[src/rtl/ram_pkg.sv]
// ram_pkg: shared types and helpers for the clearable byte/bit-enable RAM.
// Latency: n/a (package). Backpressure: n/a.
// Contents: sequencer state enum, lane-count helper, lane-divisibility check.
package ram_pkg;

  // Two-state sequencer: sweeping the array, or serving user accesses.
  typedef enum logic {
    ST_CLR = 1'b0,
    ST_RUN = 1'b1
  } state_e;

  // Number of write-enable lanes in a data word.
  function automatic int lane_cnt(input int data_len, input int lane_len);
    return data_len / lane_len;
  endfunction

  // True when the data word splits into whole lanes.
  function automatic bit lanes_ok(input int data_len, input int lane_len);
    return (lane_len > 0) && ((data_len % lane_len) == 0);
  endfunction

endpackage

[src/rtl/ram_be_core.sv]
// ram_be_core: bare single-port array with per-lane write and registered read.
// Latency: read data registered on the enabled edge after the request.
// Backpressure: none; the clock enable freezes the array and the read register.
//
// Ports:
//   clk     clock
//   en      clock enable; nothing changes when low
//   addr    word address
//   wdata   write data
//   wr_lane per-lane write enable
//   rd      read request; rdata updates only on enabled read cycles
//   rdata   registered read word (holds between reads)
//
// No reset and no output masking: the wrapper qualifies rdata with its own
// valid flag, so undefined contents are never presented.
module ram_be_core #(
  parameter int AW = 8,
  parameter int DW = 16,
  parameter int LW = 8
) (
  input  logic                clk,
  input  logic                en,
  input  logic [AW-1:0]       addr,
  input  logic [DW-1:0]       wdata,
  input  logic [(DW/LW)-1:0]  wr_lane,
  input  logic                rd,
  output logic [DW-1:0]       rdata
);

  localparam int NLanes = DW / LW;
  localparam int Depth  = 2 ** AW;

  logic [DW-1:0] mem [Depth];

  // Array write: only enabled lanes are touched.
  always_ff @(posedge clk) begin
    if (en) begin
      for (int l = 0; l < NLanes; l++) begin
        if (wr_lane[l]) begin
          mem[addr][l*LW +: LW] <= wdata[l*LW +: LW];
        end
      end
    end
  end

  // Read port. On a same-cycle write to the same word, enabled lanes forward
  // the incoming data and disabled lanes return the stored contents, so the
  // result equals the word as it looks after the write.
  always_ff @(posedge clk) begin
    if (en && rd) begin
      for (int l = 0; l < NLanes; l++) begin
        rdata[l*LW +: LW] <= wr_lane[l] ? wdata[l*LW +: LW]
                                        : mem[addr][l*LW +: LW];
      end
    end
  end

endmodule

[src/rtl/ram_be_clr.sv]
// ram_be_clr: single-port lane-enable RAM with hardware clear sweep after reset
// or on request, busy status and valid-qualified read data.
// Latency: 1 enabled cycle read (2 with RAM_OUTREG_EN); sweep = 2**CAddrLen enabled cycles.
// Backpressure: none; AClkHEn=0 freezes all state, ABusy=1 means user accesses are dropped.
//
// Ports:
//   AClkH    clock
//   AReset   synchronous active-high reset (restarts the sweep)
//   AClkHEn  clock enable for all state including the sweep
//   AAddr    word address
//   AMosi    write data
//   AWrEn    per-lane write enable; any bit set makes a write cycle
//   ARdEn    read request
//   AMiso    read data, zero whenever AValid is low
//   AValid   AMiso carries read data
//   AClrReq  level-sampled request to start a clear sweep (honoured in RUN)
//   ABusy    clear sweep in progress
//
// Build option: define RAM_OUTREG_EN to add a reset-cleared output register
// after the masking stage (read latency 2, sweep timing unchanged).
module ram_be_clr
  import ram_pkg::*;
#(
  parameter int                  CAddrLen  = 8,
  parameter int                  CDataLen  = 16,
  parameter int                  CLaneLen  = 8,
  parameter logic [CDataLen-1:0] CClrValue = '0
) (
  input  logic                                   AClkH,
  input  logic                                   AReset,
  input  logic                                   AClkHEn,
  input  logic [CAddrLen-1:0]                    AAddr,
  input  logic [CDataLen-1:0]                    AMosi,
  input  logic [lane_cnt(CDataLen, CLaneLen)-1:0] AWrEn,
  input  logic                                   ARdEn,
  output logic [CDataLen-1:0]                    AMiso,
  output logic                                   AValid,
  input  logic                                   AClrReq,
  output logic                                   ABusy
);

  localparam int NLanes = lane_cnt(CDataLen, CLaneLen);

  if (!lanes_ok(CDataLen, CLaneLen)) begin : g_lane_chk
    $error("ram_be_clr: CDataLen must be a multiple of CLaneLen");
  end

  // ---------------------------------------------------------------------------
  // Sequencer
  // ---------------------------------------------------------------------------
  state_e              state_q;
  state_e              state_d;
  logic [CAddrLen-1:0] sweep_addr;
  logic                sweep_last;
  logic                busy;

  assign sweep_last = (sweep_addr == {CAddrLen{1'b1}});

  always_ff @(posedge AClkH) begin
    if (AReset) begin
      state_q <= ST_CLR;
    end else if (AClkHEn) begin
      state_q <= state_d;
    end
  end

  always_comb begin
    state_d = state_q;
    case (state_q)
      ST_CLR:  if (sweep_last) state_d = ST_RUN;
      ST_RUN:  if (AClrReq)    state_d = ST_CLR;
      default: state_d = ST_CLR;
    endcase
  end

  always_comb begin
    busy = (state_q == ST_CLR);
  end

  // Sweep address wraps to 0 after the last word, so a finished sweep leaves
  // it ready for the next request; a request in RUN also forces it to 0.
  always_ff @(posedge AClkH) begin
    if (AReset) begin
      sweep_addr <= '0;
    end else if (AClkHEn) begin
      if (busy) begin
        sweep_addr <= sweep_addr + CAddrLen'(1);
      end else if (AClrReq) begin
        sweep_addr <= '0;
      end
    end
  end

  // ---------------------------------------------------------------------------
  // Array access muxing: the sweep owns the port while busy
  // ---------------------------------------------------------------------------
  logic [CAddrLen-1:0] core_addr;
  logic [CDataLen-1:0] core_wdata;
  logic [NLanes-1:0]   core_wr;
  logic                core_rd;
  logic [CDataLen-1:0] core_rdata;

  always_comb begin
    core_addr  = busy ? sweep_addr : AAddr;
    core_wdata = busy ? CClrValue  : AMosi;
    core_wr    = busy ? {NLanes{1'b1}} : AWrEn;
    core_rd    = !busy && ARdEn;
  end

  ram_be_core #(
    .AW (CAddrLen),
    .DW (CDataLen),
    .LW (CLaneLen)
  ) u_core (
    .clk     (AClkH),
    .en      (AClkHEn),
    .addr    (core_addr),
    .wdata   (core_wdata),
    .wr_lane (core_wr),
    .rd      (core_rd),
    .rdata   (core_rdata)
  );

  // ---------------------------------------------------------------------------
  // Read-valid tracking and output masking
  // ---------------------------------------------------------------------------
  // A read issued in the same cycle as a clear request is still valid on the
  // first CLR cycle; the next enabled edge in CLR clears the flag.
  logic                rd_vld;
  logic [CDataLen-1:0] masked_dat;

  always_ff @(posedge AClkH) begin
    if (AReset) begin
      rd_vld <= 1'b0;
    end else if (AClkHEn) begin
      rd_vld <= core_rd;
    end
  end

  // The core read register has no reset; masking keeps its contents hidden
  // until a real read lands in it.
  assign masked_dat = rd_vld ? core_rdata : '0;

`ifdef RAM_OUTREG_EN
  logic                out_vld;
  logic [CDataLen-1:0] out_dat;

  always_ff @(posedge AClkH) begin
    if (AReset) begin
      out_vld <= 1'b0;
      out_dat <= '0;
    end else if (AClkHEn) begin
      out_vld <= rd_vld;
      out_dat <= masked_dat;
    end
  end

  assign AValid = out_vld;
  assign AMiso  = out_dat;
`else
  assign AValid = rd_vld;
  assign AMiso  = masked_dat;
`endif

  assign ABusy = busy;

endmodule

[config.mk]
export PLATFORM = sky130hd
export DESIGN_NAME = ram_be_clr
export DESIGN_NICKNAME = d
export VERILOG_FILES = /design/src/rtl/ram_pkg.sv /design/src/rtl/ram_be_core.sv /design/src/rtl/ram_be_clr.sv
export SDC_FILE = /design/constraint.sdc
export NUM_CORES = 2
export LEC_CHECK = 0
export CAP_MARGIN = 20
export CORE_ASPECT_RATIO = 1.25
export CORE_MARGIN = 2
export CORE_UTILIZATION = 45
export CTS_CLUSTER_DIAMETER = 120
export DETAILED_ROUTE_END_ITERATION = 12
export PLACE_DENSITY_LB_ADDON = 0.08
export SYNTH_ARGS = -nofsm -noshare
export SYNTH_HDL_FRONTEND = slang
export SYNTH_HIERARCHICAL = 1
export SYNTH_SLANG_ARGS = --single-unit
[constraint.sdc]
create_clock -name AClkH -period 14 [get_ports AClkH]
set_input_delay 2.8 -clock AClkH [delete_from_list [all_inputs] [get_ports AClkH]]
set_output_delay 2.8 -clock AClkH [all_outputs]
set_load 0.005 [all_outputs]
==> results.py <==
metrics = {
    "placed_design": {
        "portBuffers": 48,
        "dpl_cell_area_um2": 166000,
        "hpwlAfterDp_um": 302000,
        "gp_congestion": 0.853,
        "dp.cells": 12000,
    },
    "synthesis": {
        "yosys_warnings": 6,
        "syn-cell-area_um2": 160000,
        "ys.flop_type": "edfxtp_1",
        "synthCells": 7514,
        "synth_cell_types": 69,
        "synth_fp_nets": 7546,
        "syn_area_per_cell_um2": 21.3,
        "yosysTopAreaCellShare": 0.772,
        "synth_area_leaders": "edfxtp_1 (77%), mux4_2 (14%), mux2i_1 (1.6%)",
        "synth-edff-count": 4112,
        "synth_seq_cells": 4122,
        "yosysSeqAreaShare": 0.774,
        "synth-async-reset-ratio": 0,
        "synth_common_cells": "edfxtp_1 (4112), mux4_2 (982), nor2_1 (577)",
        "synth_area_leader_cell": "edfxtp_1",
        "synth.most_common_cell": "edfxtp_1",
    },
    "floorplan": {
        "start_util": 0.452,
        "die_h_um": 670,
        "die_w_um": 537,
        "core_area_um2": 354000,
        "die-area_um2": 360000,
        "fp-row-count": 244,
        "pin_count": 49,
    },
    "power": {
        "p_per_area_nw_per_um2": 139,
        "irDropWorstVdd_v": 0.000118,
        "p_leak_nw": 56.5,
    },
    "sta": {
        "fmax_mhz": 130,
        "drv_slew": 0,
        "min_period_ps": 7690,
        "holdWs_ps": 484,
        "fin_setup_tns_ps": 0,
        "max_slew_margin": 0.180,
        "fin_skew_ps": 74.3,
        "worst_pin_slew_ps": 1230,
        "grt_setup_unrepaired": "no",
        "period_share": 0.549,
        "final-setup-viol-count": 0,
        "hold_viol": 0,
    },
    "global_routing": {
        "grt_pass1_wl_um": 673000,
        "grt_pass1_vias": 81400,
        "grt_antenna_before_repair": 38,
        "grt_overflow_total": 0,
        "grt_max_degree": 194,
        "grtUsageTotal": 0.270,
    },
    "drt": {
        "antenna_left": 0,
        "via_per_inst": 6.28,
        "top_layer_used": "met5",
        "via_count": 80100,
        "remaining_drc_errors": 0,
        "drtPass1Iterations": 5,
        "finalWirelength_um": 488000,
        "routedWlPerCell_um": 38.3,
        "drtIter0Drc": 9725,
        "route.met3.wl_um": 35300,
        "wl_met1_um": 187000,
        "route.met2.wl_um": 242000,
    },
    "cells_and_area": {
        "drive_gt1_frac": 0.232,
        "regArea_um2": 124000,
        "n_fill_cell": 28200,
        "stdcell_count": 12700,
        "multi_input_area_um2": 34100,
        "utilization": 0.507,
        "stdcell_area_um2": 179000,
        "area_growth_syn_to_layout_pct": 12.1,
        "final_net_count": 7747,
    },
    "setup_path": {
        "cp-start-kind": "input port",
        "critPathBufInv": 4,
        "critPathMaxFanout": 39,
        "slowest_delay_ps": 710,
        "path_cells": "clkdlybuf4s50_1, mux2_8, buf_4, buf_4, buf_4, mux4_2, o22a_1, o221ai_1, nor3_1, o22ai_1, nor3_1, o22a_1",
        "path_common_cell": "buf_4",
        "cp_slowest_cell": "nor3_1",
        "cp_data_arrival_time_ps": 8530,
        "path_delay_family": "buffers and inverters",
        "worst-endpoint-required_ps": 14840,
        "critical_path_class": "in2reg",
        "critPathCaptureType": "flop",
    },
    "clock_network": {
        "htree_num_levels": 5,
        "ctsHoldBuffers": 0,
        "worstSkewPairLatency_ps": 1000,
        "cts.root.buffer_cell": "clkbuf_16",
        "ctsResizeCount": 0,
        "cts_tree": "done",
        "cts.sinks": 4122,
        "clk_pin_slew_ps": 70,
        "post_cts_buffers": 0,
        "cts.path.max_buffers": 4,
        "cts_made_buffers": 403,
    },
    "min_path": {
        "holdCritPathClass": "reg2reg",
    },
    "flow_run": {
        "drv_cap": 0,
    },
    "run_status": {
        "status": "complete, no violations",
    },
}
flip-flops by register name (all words and copies together), names as in the netlist:
name / count
AValid: 1
state_q: 1
sweep_addr: 8
u_core/rdata: 16
u_core/mem: 4096
layer usage:
| layer | global-route usage | vias up |
|---|---|---|
| li1 | - | 31900 |
| met1 | 0.357 | 43900 |
| met2 | 0.448 | 3507 |
| met3 | 0.0448 | 758 |
| met4 | 0.110 | 12 |
| met5 | 0 | - |
layout make-up:
cell class,count,area share
Clock inverter,249,0.0150
Clock buffer,487,0.0586
Tap cell,4674,0.0326
Timing Repair Buffer,259,0.0129
Multi-Input combinational cell,2922,0.190
Inverter,7,0.000195
Sequential cell,4122,0.690
Antenna cell,23,0.000321
through the flow:
stage	setup slack [ps]	power (mW)
6_report	6310	25.0
3_3_place_gp	4570	14.3
5_1_grt	6370	25.7
3_5_place_dp	5360	14.3
4_1_cts	6420	25.2
2_1_floorplan	6830	14.1
power breakdown:
part | internal (mW) | switching (mW)
clock | 6.26 | 4.71
combinational | 0.264 | 0.400
sequential | 13.4 | 0.00281
total | 19.9 | 5.11
path summary, 6_finish.rpt:
kind,cells after the start,slack [ps],end,startpoint
worst max-delay path,12,6310,u_core/rdata[13],AAddr[1]
worst min register to register,2,480,sweep_addr[7],sweep_addr[7]
worst max register to register,11,7700,u_core/rdata[15],state_q
worst min-delay path,2,480,sweep_addr[7],sweep_addr[7]
cells in the final DEF (no fill, tap or decap), drive strengths merged, types with 29 or more instances in the layout:
cell and count:
edfxtp 4112, mux4 982, nor2 578, clkbuf 487, mux2i 259, nand2 255
buf 211, clkinv 181, o22ai 147, a22oi 79, nand3 70, a32oi 66
a21oi 61, bufinv 49, clkdlybuf4s50 48, o21ai 45, and2 44, nor4 33
mux2 31, nor3 29
worst reg2reg max path: cells and delay by family (launching register included):
family / cells / cell delay (ps)
buffers and inverters: 3 / 1710
AO/OA/AOI/OAI: 4 / 1540
AND/OR/NAND/NOR: 3 / 1360
flip-flops: 1 / 830
multiplexers: 1 / 610
cells by family after synthesis:
logic type / after synthesis / share of synthesized area
AOI/OAI and AO/OA: 547 / 0.0241
adders and majority gates: 1 / 0.0000783
buffers and inverters: 470 / 0.0155
DFF: 4122 / 0.774
muxes: 1272 / 0.157
and+or+nand+nor: 1102 / 0.0298
Note: power is estimated with default switching activity, not from simulation.
